### config.mk
export PLATFORM = sky130hd
export DESIGN_NAME = sdram_frame_writer
export DESIGN_NICKNAME = d
export VERILOG_FILES = /design/src/rtl/sdram_frame_writer.sv
export SDC_FILE = /design/constraint.sdc
export NUM_CORES = 1
export LEC_CHECK = 0
export BUFFER_PORTS_ARGS = -buffer_cell sky130_fd_sc_hd__buf_2
export CAP_MARGIN = 20
export CORE_MARGIN = 5
export CORE_UTILIZATION = 45
export DETAILED_ROUTE_END_ITERATION = 8
export HOLD_SLACK_MARGIN = 0.03
export PLACE_DENSITY = 0.75
export SLEW_MARGIN = 15
export SYNTH_ARGS = -nofsm -noshare
export SYNTH_HDL_FRONTEND = slang
export SYNTH_SLANG_ARGS = --single-unit
### constraint.sdc
create_clock -name clk_133M_i -period 4.6 [get_ports clk_133M_i]
set_input_delay 0.69 -clock clk_133M_i [delete_from_list [all_inputs] [get_ports clk_133M_i]]
set_output_delay 0.69 -clock clk_133M_i [all_outputs]
set_load 0.01 [all_outputs]
### src/rtl/sdram_frame_writer.sv
// -----------------------------------------------------------------------------
// sdram_frame_writer
//
// Write-side SDRAM request sequencer for the 133 MHz domain. Watches the
// camera write-FIFO fill level and asks sdram_top for one full-page burst
// each time a burst's worth of pixels is buffered. The row address advances
// per burst. Frame buffers ping-pong between the two bank halves on every
// camera frame start. The bank of the last fully written frame is published
// to the read side.
//
// Ports
//   clk_133M_i      in   system clock, rising edge
//   rst_133i        in   asynchronous active-high reset
//   frame_tog_i     in   toggles once per camera frame start (cmos_pclk domain)
//   fifo_used_i     in   write-FIFO fill count
//   wr_sdram_req_o  out  burst write request, held until ack
//   wr_sdram_ack_i  in   one-cycle burst-complete pulse
//   wr_sdram_add_o  out  burst start address {0, bank, row[12:0], 9'b0}
//   rd_bank_o       out  bank holding the last complete frame
//   frame_done_o    out  one-cycle pulse when the last row of a frame is acked
//   rows_wr_o       out  rows written in the current frame
//   overflow_o      out  sticky: FIFO level reached FIFO_HI
// -----------------------------------------------------------------------------
module sdram_frame_writer #(
  parameter int BURST_LEN = 512,
  parameter int ROW_MAX   = 1536,
  parameter int FIFO_AW   = 11,
  parameter int FIFO_HI   = 2040
) (
  input  logic               clk_133M_i,
  input  logic               rst_133i,
  input  logic               frame_tog_i,
  input  logic [FIFO_AW-1:0] fifo_used_i,
  output logic               wr_sdram_req_o,
  input  logic               wr_sdram_ack_i,
  output logic [23:0]        wr_sdram_add_o,
  output logic               rd_bank_o,
  output logic               frame_done_o,
  output logic [12:0]        rows_wr_o,
  output logic               overflow_o
);

  localparam logic [FIFO_AW-1:0] BURST_TH = FIFO_AW'(BURST_LEN);
  localparam logic [FIFO_AW-1:0] HI_TH    = FIFO_AW'(FIFO_HI);
  localparam logic [12:0]        ROW_LIM  = 13'(ROW_MAX);
  localparam logic [12:0]        ROW_LAST = 13'(ROW_MAX - 1);

  typedef enum logic [1:0] {
    S_WAIT = 2'd0,
    S_REQ  = 2'd1,
    S_FULL = 2'd2
  } state_t;

  state_t      state;
  state_t      state_nxt;

  logic        tog_meta;
  logic        tog_sync;
  logic        tog_dly;
  logic        frame_evt;

  logic        fifo_rdy_p0;
  logic        frame_pend;
  logic        bank;
  logic [12:0] row;
  logic [12:0] row_inc;

  logic        start_req;
  logic        ack_take;
  logic        do_switch;
  logic        set_pend;
  logic        frame_fin;

  // --- stage: frame toggle synchroniser and edge detect ---------------------
  always_ff @(posedge clk_133M_i or posedge rst_133i) begin
    if (rst_133i) begin
      tog_meta <= 1'b0;
      tog_sync <= 1'b0;
      tog_dly  <= 1'b0;
    end else begin
      tog_meta <= frame_tog_i;
      tog_sync <= tog_meta;
      tog_dly  <= tog_sync;
    end
  end

  // Any change of the synchronised toggle marks one camera frame start.
  assign frame_evt = tog_sync ^ tog_dly;

  // --- stage p0: registered FIFO threshold and sticky overflow -------------
  // The threshold compare is registered so the wide fill-count compare is
  // off the FSM path; a request therefore starts one edge after the level
  // is first seen.
  always_ff @(posedge clk_133M_i or posedge rst_133i) begin
    if (rst_133i) begin
      fifo_rdy_p0 <= 1'b0;
      overflow_o  <= 1'b0;
    end else begin
      fifo_rdy_p0 <= (fifo_used_i >= BURST_TH);
      if (fifo_used_i >= HI_TH) begin
        overflow_o <= 1'b1;
      end
    end
  end

  // --- stage: sequencer state register --------------------------------------
  always_ff @(posedge clk_133M_i or posedge rst_133i) begin
    if (rst_133i) begin
      state <= S_WAIT;
    end else begin
      state <= state_nxt;
    end
  end

  assign row_inc = row + 13'd1;

  always_comb begin
    state_nxt = state;
    start_req = 1'b0;
    ack_take  = 1'b0;
    do_switch = 1'b0;
    set_pend  = 1'b0;
    frame_fin = 1'b0;
    case (state)
      S_WAIT: begin
        // A pending switch left over from a burst is applied here, before
        // any new request can be launched into the old bank.
        if (frame_evt || frame_pend) begin
          do_switch = 1'b1;
        end else if (fifo_rdy_p0 && (row < ROW_LIM)) begin
          start_req = 1'b1;
          state_nxt = S_REQ;
        end
      end
      S_REQ: begin
        // Bursts are never aborted: a frame start is only remembered.
        if (frame_evt) begin
          set_pend = 1'b1;
        end
        if (wr_sdram_ack_i) begin
          ack_take = 1'b1;
          if (row == ROW_LAST) begin
            frame_fin = 1'b1;
            state_nxt = S_FULL;
          end else begin
            state_nxt = S_WAIT;
          end
        end
      end
      S_FULL: begin
        if (frame_evt || frame_pend) begin
          do_switch = 1'b1;
          state_nxt = S_WAIT;
        end
      end
      default: begin
        state_nxt = S_WAIT;
      end
    endcase
  end

  // --- stage: request, address and frame bookkeeping registers -------------
  always_ff @(posedge clk_133M_i or posedge rst_133i) begin
    if (rst_133i) begin
      wr_sdram_req_o <= 1'b0;
      wr_sdram_add_o <= 24'd0;
      bank           <= 1'b0;
      row            <= 13'd0;
      rows_wr_o      <= 13'd0;
      rd_bank_o      <= 1'b1;
      frame_done_o   <= 1'b0;
      frame_pend     <= 1'b0;
    end else begin
      frame_done_o <= frame_fin;

      if (start_req) begin
        wr_sdram_req_o <= 1'b1;
        wr_sdram_add_o <= {1'b0, bank, row, 9'd0};
      end else if (ack_take) begin
        wr_sdram_req_o <= 1'b0;
      end

      if (do_switch) begin
        bank      <= ~bank;
        row       <= 13'd0;
        rows_wr_o <= 13'd0;
      end else if (ack_take) begin
        row       <= row_inc;
        rows_wr_o <= row_inc;
      end

      // Only a completed frame is handed to the reader.
      if (frame_fin) begin
        rd_bank_o <= bank;
      end

      if (do_switch) begin
        frame_pend <= 1'b0;
      end else if (set_pend) begin
        frame_pend <= 1'b1;
      end
    end
  end

endmodule
==> summary.md, run 1 <==
| Metric | Value |
|---|---|
| Status | finished, final reports clean |
| Syn_area_per_cell | 12.0 µm² |
| Core area | 3690 µm² |
| Worst hold path type | reg -> reg |
| CP top delay family | simple AND/OR/NAND/NOR gates |
| Nets | 206 |
| GR Util met2 | 0.216 |
| Initial Util | 0.469 |
| DRC | 0 |
| Clock transition at path regs | 0.07 ns |
| Die X | 72.0 µm |
| Pwr Density | 403 nW/µm² |
| Worst Setup End Kind | register |
| Commonest non-fill, non-tap cells in the layout | buf_2 (42), dfrtp_1 (38), nor2_1 (14) |
| Peak Freq | 528 MHz |
| VDD IR-drop max | 0.288 mV |
| # diodes | 0 |
| M1 GR Usage | 0.174 |
| Clk_lat worst skew | 0.29 ns |
| Vias per cell | 4.94 |
| Vias | 1180 |
| Total routed wirelength | 3300 µm |
| Worst Path Buf+Inv | 0 |
| I/O pin total | 56 |
| Unique masters post-synth | 38 |
| CTS tree | built |
| Least-Margin Pin Slew | 0.954 ns |
| GRT Total Usage | 0.142 |
| Synth Cell Area | 1730 µm² |
| Commonest non-fill, non-tap cell in the layout | buf_2 |
| DP HPWL | 2420 µm |
| Synth top area share | 0.549 |
| Crit path cell chain | nor4b_1, nand3_2, mux2_4 |
| WP data required | 4.77 ns |
| CP Depth | 3 |
| Area Growth Syn to Fin | 18.9% |
| Initial antenna violation count | 0 |
| Slew Limit Headroom | 0.361 |
| Yosys reg bits | 39 |
| Layout cells sized above 1 | 0.366 |
| Syn Inst Count | 144 |
| WP data arrival | 2.07 ns |
| Sequential fraction of the synthesis area | 0.564 |
| Post-CTS Hold Fix Bufs | 0 |
| Crit share post-route | 0.412 |
| Num CTS Buffers | 5 |
| Vias in the first global route | 1173 |
| CP startpoint kind | register |
| Met3 Usage GRT | 0.0499 |
| Detailed Routing Iterations Pass 1 | 4 |
| # clock sinks | 39 |
| First-pass GRT wire length | 5550 µm |
| Final Setup Violations | 0 |
| Port bufs | 42 |
| Final worst slack | 2.70 ns |
| Total congestion overflow | 0 |
| Reg2reg path depth | 3 |
| Max-cap viol count | 0 |
| Critical path class | reg -> reg |
| Slowest cell on the critical path | nor4b_1 |
| Busiest grt layer | met2 |
| YS warnings | 0 |
| Pwr Total | 0.830 mW |
| Largest cells by area after synthesis | dfrtp_1 (55%), mux2_4 (5.2%), mux2_2 (4.6%) |
| Leakage | 1.07 nW |
| GP Congestion | 0.765 |
| CP peak stage delay | 0.46 ns |
| Final Max Tran Viols | 0 |
| Chip Height | 72.0 µm |
| Largest net degree at the start of global routing | 40 |
| Antenna-violating nets left | 0 |
| RSZ-0062 raised after global routing | no |
| Setup TNS Final | 0 ns |
| Starting DRT DRC Count | 48 |
| CTS H-tree depth | 2 |
| Clock skew | 0.00350 ns |
| Dpl ws | 2.53 ns |
| Critical path fanouts, max | 16 |
| Post-cts sizing count | 0 |
| Hold path depth | 0 |
| Rows | 22 |
| Crit path time final | 1.90 ns |
| Post-CTS setup buffers | 0 |
| Hold Fails Final Rpt | 0 |
| Avg WL per Cell | 13.8 µm |
| Root Buffer | clkbuf_8 |
| CTS max path bufs | 2 |
| Area of the die | 5190 µm² |
| Post-synth top area cell | dfrtp_1 |
-- per-stage QoR --
step           instances  cell area, µm²   util  hold WS, ns
2_1_floorplan        153            1770      -        0.331
6_report             239            2060  0.558        0.356
5_1_grt              239            2060  0.558        0.372
4_1_cts              239            2060  0.558        0.359
3_5_place_dp         231            1940  0.526        0.342
3_3_place_gp         231            1940  0.526        0.333
-- cell usage after synthesis (all sizes together) --
master,count
dfrtp,38
nor2,14
mux2,13
buf,12
nand2,11
xor2,7
nand4,6
xnor2,6
nand3,5
nor3,5
a21oi,2
and2,2
and4,2
nor4,2
or4,2
a21o,1
and3,1
and3b,1
clkbuf,1
conb,1
dfstp,1
ha,1
inv,1
nand3b,1
nor2b,1
nor4b,1
o21a,1
o21ai,1
o21bai,1
o31ai,1
or2,1
or2b,1
-- cells by family after synthesis --
group	share of synthesized area
AOI/OAI and AO/OA	0.0260
xor gates and xnor gates	0.0658
adders and majority gates	0.00722
buffers and inverters	0.0607
DFF	0.564
muxes	0.0975
other	0.00217
and+or+nand+nor	0.176
-- where the power goes --
part	internal [mW]	total (mW)	leakage [nW]	switching [mW]
Sequential	0.377	0.405	0.519	0.0281
Combinational	0.0563	0.137	0.495	0.0805
Clock	0.175	0.288	0.0612	0.113
-- final timing paths --
kind	startpoint	endpoint	slack (ns)
worst max-delay path	row[11]	wr_sdram_add_o[18]	2.70
worst min-delay path	tog_meta	tog_sync	0.36
worst max register to register	row[11]	wr_sdram_add_o[18]	2.70
worst min register to register	tog_meta	tog_sync	0.36
max in group asynchronous	rst_133i	rd_bank_o	3.74
min in group asynchronous	rst_133i	wr_sdram_add_o[18]	0.51
-- layer usage --
layer	share of wire	wire, µm	vias up
met3	0.076	252	7
met2	0.46	1510	41
met5	0	0	-
met1	0.44	1450	565
li1	-	-	567
met4	0.026	87	0
-- layout make-up --
class / count / area [µm²]
Multi-Input combinational cell: 100 / 683
Sequential cell: 39 / 977
Clock inverter: 2 / 35.0
Inverter: 1 / 3.75
Fill cell: 348 / 1630
Tap cell: 48 / 60.1
Timing Repair Buffer: 43 / 218
Clock buffer: 6 / 82.6
-- registers in the layout, indices dropped and copies added, names as in the netlist --
signal and flops:
bank 1, fifo_rdy_p0 1, frame_done_o 1, frame_pend 1, overflow_o 1, rd_bank_o 1
row 13, state 2, tog_dly 1, tog_meta 1, tog_sync 1, wr_sdram_add_o 14
wr_sdram_req_o 1
-- worst register-to-register path: stages, from the launching register on --
cell     delay (ns)
dfrtp_1        0.44
nor4b_1        0.46
nand3_2        0.44
mux2_4         0.44
Note: power is estimated with default switching activity, not from simulation.
==> run 2: changes to the inputs <==
==> constraint.sdc (replaced) <==
create_clock -name clk_133M_i -period 1.87 [get_ports clk_133M_i]
set_input_delay 0.2805 -clock clk_133M_i [delete_from_list [all_inputs] [get_ports clk_133M_i]]
set_output_delay 0.2805 -clock clk_133M_i [all_outputs]
set_load 0.01 [all_outputs]
==> run 2 against run 1 <==
Effect of this change:
- total power up 130%
- clock-buffer cell count up 1
- sequential share of layout area down 0.20 points
- global-route usage down 0.059 points
- hold slack worse by 0.26 ns
- routed wire length up 0.36%
- die area unchanged
==> summary.md, run 2 (synthesis results as in run 1) <==
| Metric | Value |
|---|---|
| Root Buffer | clkbuf_8 |
| Logic pwr share | 0.209 (+0.044) |
| Nets | 212 (+2.9%) |
| Inst Count DP | 237 (+2.6%) |
| First-pass GRT wire length | 5570 µm (+0.38%) |
| Slowest cell on the critical path | or4_1 |
| Non-Filler Instances | 245 (+2.5%) |
| DP HPWL | 2450 µm (+0.99%) |
| I/O pin total | 56 (unchanged) |
| Port bufs | 42 (unchanged) |
| Total congestion overflow | 0 (unchanged) |
| Clock transition at path regs | 0.07 ns (about the same) |
| Vias per cell | 4.93 (-0.13%) |
| Hold path depth | 1 (+1) |
| Leakage | 1.09 nW (+1.1%) |
| Critical path class | reg -> reg |
| Int Power | 1.37 mW (+120%) |
| Max-cap viol count | 0 (unchanged) |
| Hold Fails Final Rpt | 0 (unchanged) |
| Crit share post-route | 0.876 (+0.464) |
| Rows | 22 (unchanged) |
| # diodes | 0 (unchanged) |
| Largest registers | wr_sdram_add_o: 14 flops, row: 13 flops, state: 2 flops |
| Clk_lat worst skew | 0.29 ns (about the same) |
| Commonest non-fill, non-tap cell in the layout | buf_2 |
| Flop pwr share | 0.511 (+0.023) |
| Vias in the first global route | 1186 (+1.1%) |
| CP startpoint kind | register |
| GP Congestion | 0.772 (+0.95%) |
| Largest Register | wr_sdram_add_o |
| Sw Ratio | 0.288 (+0.0212) |
| Worst Setup End Kind | register |
| # clock sinks | 39 (unchanged) |
| Die X | 72.0 µm (unchanged) |
| Post-CTS Hold Fix Bufs | 0 (unchanged) |
| Filler cell count | 339 (-2.6%) |
| Initial Util | 0.469 (unchanged) |
| Area of the multi-input gates | 683 µm² (unchanged) |
| Area of the die | 5190 µm² (unchanged) |
| Pwr Density | 927 nW/µm² (+130%) |
| Antenna-violating nets left | 0 (unchanged) |
| Reg2reg path depth | 5 (+2) |
| WP data required | 2.09 ns (-2.68 ns) |
| Clock power share | 0.280 (-0.067) |
| CTS tree | built |
| RSZ-0062 raised after global routing | no |
| Max FFs per register | 14 (unchanged) |
| Post-cts sizing count | 0 (unchanged) |
| Worst hold path type | in -> reg |
| DRC | 0 (unchanged) |
| Avg WL per Cell | 13.5 µm (-2.1%) |
| Layout cells sized above 1 | 0.376 (+0.00914) |
| Setup crit start | row[0] |
| Commonest non-fill, non-tap cells in the layout | buf_2 (42), dfrtp_1 (38), nor2_1 (14) |
| Chip Height | 72.0 µm (unchanged) |
| Status | finished, final reports clean |
| Peak Freq | 611 MHz (+16%) |
| Sw power | 0.552 mW (+150%) |
| CP peak stage delay | 0.43 ns (-0.03 ns) |
| Crit path cell chain | ha_1, nand2_1, or4_1, nor3_2, mux2_2 |
| CTS max path bufs | 2 (unchanged) |
| GRT Total Usage | 0.141 (-0.000588) |
| Critical path fanouts, max | 3 (-13) |
| Hold_sp | frame_tog_i |
| Detailed Routing Iterations Pass 1 | 4 (unchanged) |
| Hold WS | 0.0921 ns (-0.264 ns) |
| Crit path time final | 1.64 ns (-0.257 ns) |
| Num CTS Buffers | 5 (unchanged) |
| WP data arrival | 1.86 ns (-0.21 ns) |
| Reg2reg start | row[0] |
| Final Max Tran Viols | 0 (unchanged) |
| Largest net degree at the start of global routing | 40 (unchanged) |
| Total routed wirelength | 3310 µm (+0.36%) |
| Setup TNS Final | 0 ns (unchanged) |
| Initial antenna violation count | 0 (unchanged) |
| Area Growth Syn to Fin | 19.4% |
| CTS H-tree depth | 2 (unchanged) |
| Util after Layout | 0.561 (+0.00237) |
| Starting DRT DRC Count | 44 (-8.3%) |
| Final Setup Violations | 0 (unchanged) |
| Clock skew | 0.00406 ns (+0.000563 ns) |
| Reg area | 977 µm² (unchanged) |
| Post-CTS setup buffers | 0 (unchanged) |
| Core area | 3690 µm² (unchanged) |
| VDD IR-drop max | 0.531 mV (+84%) |
| Vias | 1208 (+2.4%) |
-- run 2: changes by cell type in the layout (fill, tap and decap cells not counted), sizes merged --
cell / delta
buf: +6
clkbuf: +1
bufinv: -1
-- run 2: power by group through the flow --
stage          registers [mW]  clock network, mW  logic (mW)
4_1_cts                 0.982              0.553       0.410
6_report                0.980              0.537       0.401
2_1_floorplan            1.03                  0       0.235
3_3_place_gp            0.993                  0       0.395
5_1_grt                 0.992              0.595       0.446
3_5_place_dp            0.998                  0       0.409
-- run 2: per-stage QoR --
stage	cell area (µm²)	setup WS, ns	power, mW
final	2070	0.232	1.92
after global routing	2070	0.123	2.03
after CTS	2070	0.213	1.95
after detailed placement	1990	0.218	1.41
after global placement	1990	0.257	1.39
after floorplan	1770	0.167	1.26
-- run 2: critical path: cells and delay by family (launching register included) --
family / cells / cell delay, ns
fa+ha+maj: 1 / 0.20
mux: 1 / 0.35
simple gates: 3 / 0.66
flops: 1 / 0.35
-- run 2: cell type report --
type | instances | area share
Timing Repair Buffer | 49 | 0.127
Clock inverter | 1 | 0.00242
Tap cell | 48 | 0.0290
Clock buffer | 7 | 0.0369
Sequential cell | 39 | 0.472
Inverter | 1 | 0.00181
Multi-Input combinational cell | 100 | 0.330
-- run 2: path summary, 6_finish.rpt --
check / end / slack (ns)
worst min-delay path: tog_meta / 0.09
max in group asynchronous: rd_bank_o / 1.42
min in group asynchronous: wr_sdram_add_o[20] / 0.10
worst max register to register: rd_bank_o / 0.23
worst max-delay path: rd_bank_o / 0.23
worst min register to register: tog_sync / 0.36
-- run 2: per-layer routing --
layer  share of wire  vias up  global-route usage
met2            0.43       41               0.218
met5               0        -                   0
met3           0.074        8              0.0332
met4           0.027        0              0.0877
li1                -      579                   -
met1            0.46      580               0.178
==> run 3: changes to the inputs <==
--- a/config.mk
+++ b/config.mk
@@ -10,6 +10,7 @@
 export CORE_MARGIN = 5
 export CORE_UTILIZATION = 45
 export DETAILED_ROUTE_END_ITERATION = 8
+export GPL_TIMING_DRIVEN = 0
 export HOLD_SLACK_MARGIN = 0.03
 export PLACE_DENSITY = 0.75
 export SLEW_MARGIN = 15
==> run 3 against run 2 <==
Effect of this change:
- die area is the same
- worst setup slack worse by 0.15 ns
- global-route usage is 0.31 points higher
- register-to-register slack lost 0.15 ns
- final area is 5.7% higher
- largest cell class unchanged
- clock-buffer cell count fell by 1
- critical path type unchanged
==> summary.md, run 3 (synthesis results as in run 1) <==
| Metric | Value |
|---|---|
| Port bufs | 42 (unchanged) |
| Max-cap viol count | 0 (unchanged) |
| Hold Fails Final Rpt | 0 (unchanged) |
| Final Max Tran Viols | 0 (unchanged) |
| WP data required | 2.05 ns (-0.04 ns) |
| Clk_lat worst skew | 0.29 ns (about the same) |
| Largest Register | wr_sdram_add_o |
| Largest net degree at the start of global routing | 26 (-35%) |
| I/O pin total | 56 (unchanged) |
| Rows | 22 (unchanged) |
| Detailed Routing Iterations Pass 1 | 4 (unchanged) |
| Crit path time final | 1.79 ns (+0.148 ns) |
| Vias | 1213 (+0.41%) |
| Vias per cell | 4.79 (-2.8%) |
| Worst hold path type | in -> reg |
| CTS tree | built |
| # diodes | 0 (unchanged) |
| Die X | 72.0 µm (unchanged) |
| Clock transition at path regs | 0.07 ns (about the same) |
| Commonest non-fill, non-tap cells in the layout | buf_2 (42), dfrtp_1 (36), nor2_1 (14) |
| Chip Height | 72.0 µm (unchanged) |
| Peak Freq | 560 MHz (-8.3%) |
| Initial Util | 0.469 (unchanged) |
| Vias in the first global route | 1222 (+3.0%) |
| DRC | 0 (unchanged) |
| WP data arrival | 1.96 ns (+0.10 ns) |
| Core area | 3690 µm² (unchanged) |
| DP HPWL | 2590 µm (+5.8%) |
| Avg WL per Cell | 13.4 µm (-0.85%) |
| Status | finished, final reports clean |
| Crit share post-route | 0.955 (+0.0793) |
| CP startpoint kind | register |
| Setup TNS Final | 0 ns (unchanged) |
| # clock sinks | 39 (unchanged) |
| Placed cell area | 2060 µm² (+3.5%) |
| Total routed wirelength | 3390 µm (+2.4%) |
| Inst Count DP | 244 (+3.0%) |
| Nets | 220 (+3.8%) |
| Leakage | 1.15 nW (+5.6%) |
| Layout cells sized above 1 | 0.415 (+0.0390) |
| Largest registers | wr_sdram_add_o: 14 flops, row: 13 flops, state: 2 flops |
| Non-Filler Instances | 253 (+3.3%) |
| Dpl ws | 0.0764 ns (-0.141 ns) |
| Area of the die | 5190 µm² (unchanged) |
| Worst Setup End Kind | register |
| Final Setup Violations | 0 (unchanged) |
| Pwr Density | 960 nW/µm² (+3.6%) |
| Starting DRT DRC Count | 39 (-11%) |
| GP Congestion | 0.805 (+4.2%) |
| VDD IR-drop max | 0.545 mV (+2.5%) |
| Num CTS Buffers | 5 (unchanged) |
| GRT Total Usage | 0.144 (+0.00310) |
| RSZ-0062 raised after global routing | no |
| Area Growth Syn to Fin | 26.2% |
| Commonest non-fill, non-tap cell in the layout | buf_2 |
| Max FFs per register | 14 (unchanged) |
| Final worst slack | 0.0839 ns (-0.148 ns) |
| First-pass GRT wire length | 5670 µm (+1.8%) |
| Clock skew | 0.00245 ns (-0.00161 ns) |
| Antenna-violating nets left | 0 (unchanged) |
| CTS max path bufs | 2 (unchanged) |
| Total congestion overflow | 0 (unchanged) |
| Critical path fanouts, max | 10 (+7) |
| Root Buffer | clkbuf_8 |
| Post-CTS setup buffers | 0 (unchanged) |
| Critical path class | reg -> reg |
| CTS H-tree depth | 2 (unchanged) |
| Final Cell Area | 2190 µm² (+5.7%) |
| Initial antenna violation count | 0 (unchanged) |
## run 3: worst max-delay path, stage by stage (launching register included)
cell     delay [ns]
dfrtp_1        0.43
nor4b_1        0.43
nand3_2        0.28
buf_6          0.24
mux2_4         0.30
## run 3: timing repair
action | CTS | global route
setup endpoints to repair | 0 | 1
hold buffers | 1 | 0
resized for setup | 0 | 2
hold endpoints to repair | 14 | 0
## run 3: path summary, 6_finish.rpt
kind / from / end / slack, ns / cells past startpoint
worst max-delay path: row[11] / wr_sdram_add_o[17] / 0.08 / 4
worst min-delay path: frame_tog_i / tog_meta / 0.09 / 1
worst max register to register: row[11] / wr_sdram_add_o[17] / 0.08 / 4
worst min register to register: tog_meta / tog_sync / 0.35 / 0
max in group asynchronous: rst_133i / rd_bank_o / 0.87 / 4
min in group asynchronous: rst_133i / wr_sdram_add_o[18] / 0.49 / 3
## run 3: cell type report
type | count | area (µm²)
multi-input combinational | 100 | 683
fill | 343 | 1500
clock buffer | 6 | 82.6
buffer | 13 | 101
sequential | 39 | 980
tap | 48 | 60.1
clock inverter | 2 | 35.0
timing repair buffer | 44 | 240
inverter | 1 | 3.75
## run 3: report_power, final
part           switching (mW)  internal [mW]  total [mW]  leakage, nW
Clock                   0.283          0.431       0.715       0.0612
Combinational           0.209          0.174       0.383        0.571
Sequential             0.0710          0.931        1.00        0.515
## run 3: stage by stage
step	util	power (mW)	hold slack (ns)
detailed placement	0.557	1.40	0.267
floorplan	-	1.26	0.312
CTS	0.592	2.13	0.0865
global route	0.593	2.23	0.0777
global placement	0.552	1.38	0.334
finish	0.593	2.10	0.0947
## run 3: per-layer routing
metal / GRT usage / up-vias / wire, µm
li1: - / 599 / -
met1: 0.185 / 566 / 1490
met2: 0.216 / 43 / 1560
met3: 0.0526 / 5 / 267
met4: 0.0668 / 0 / 72
met5: 0 / - / 0
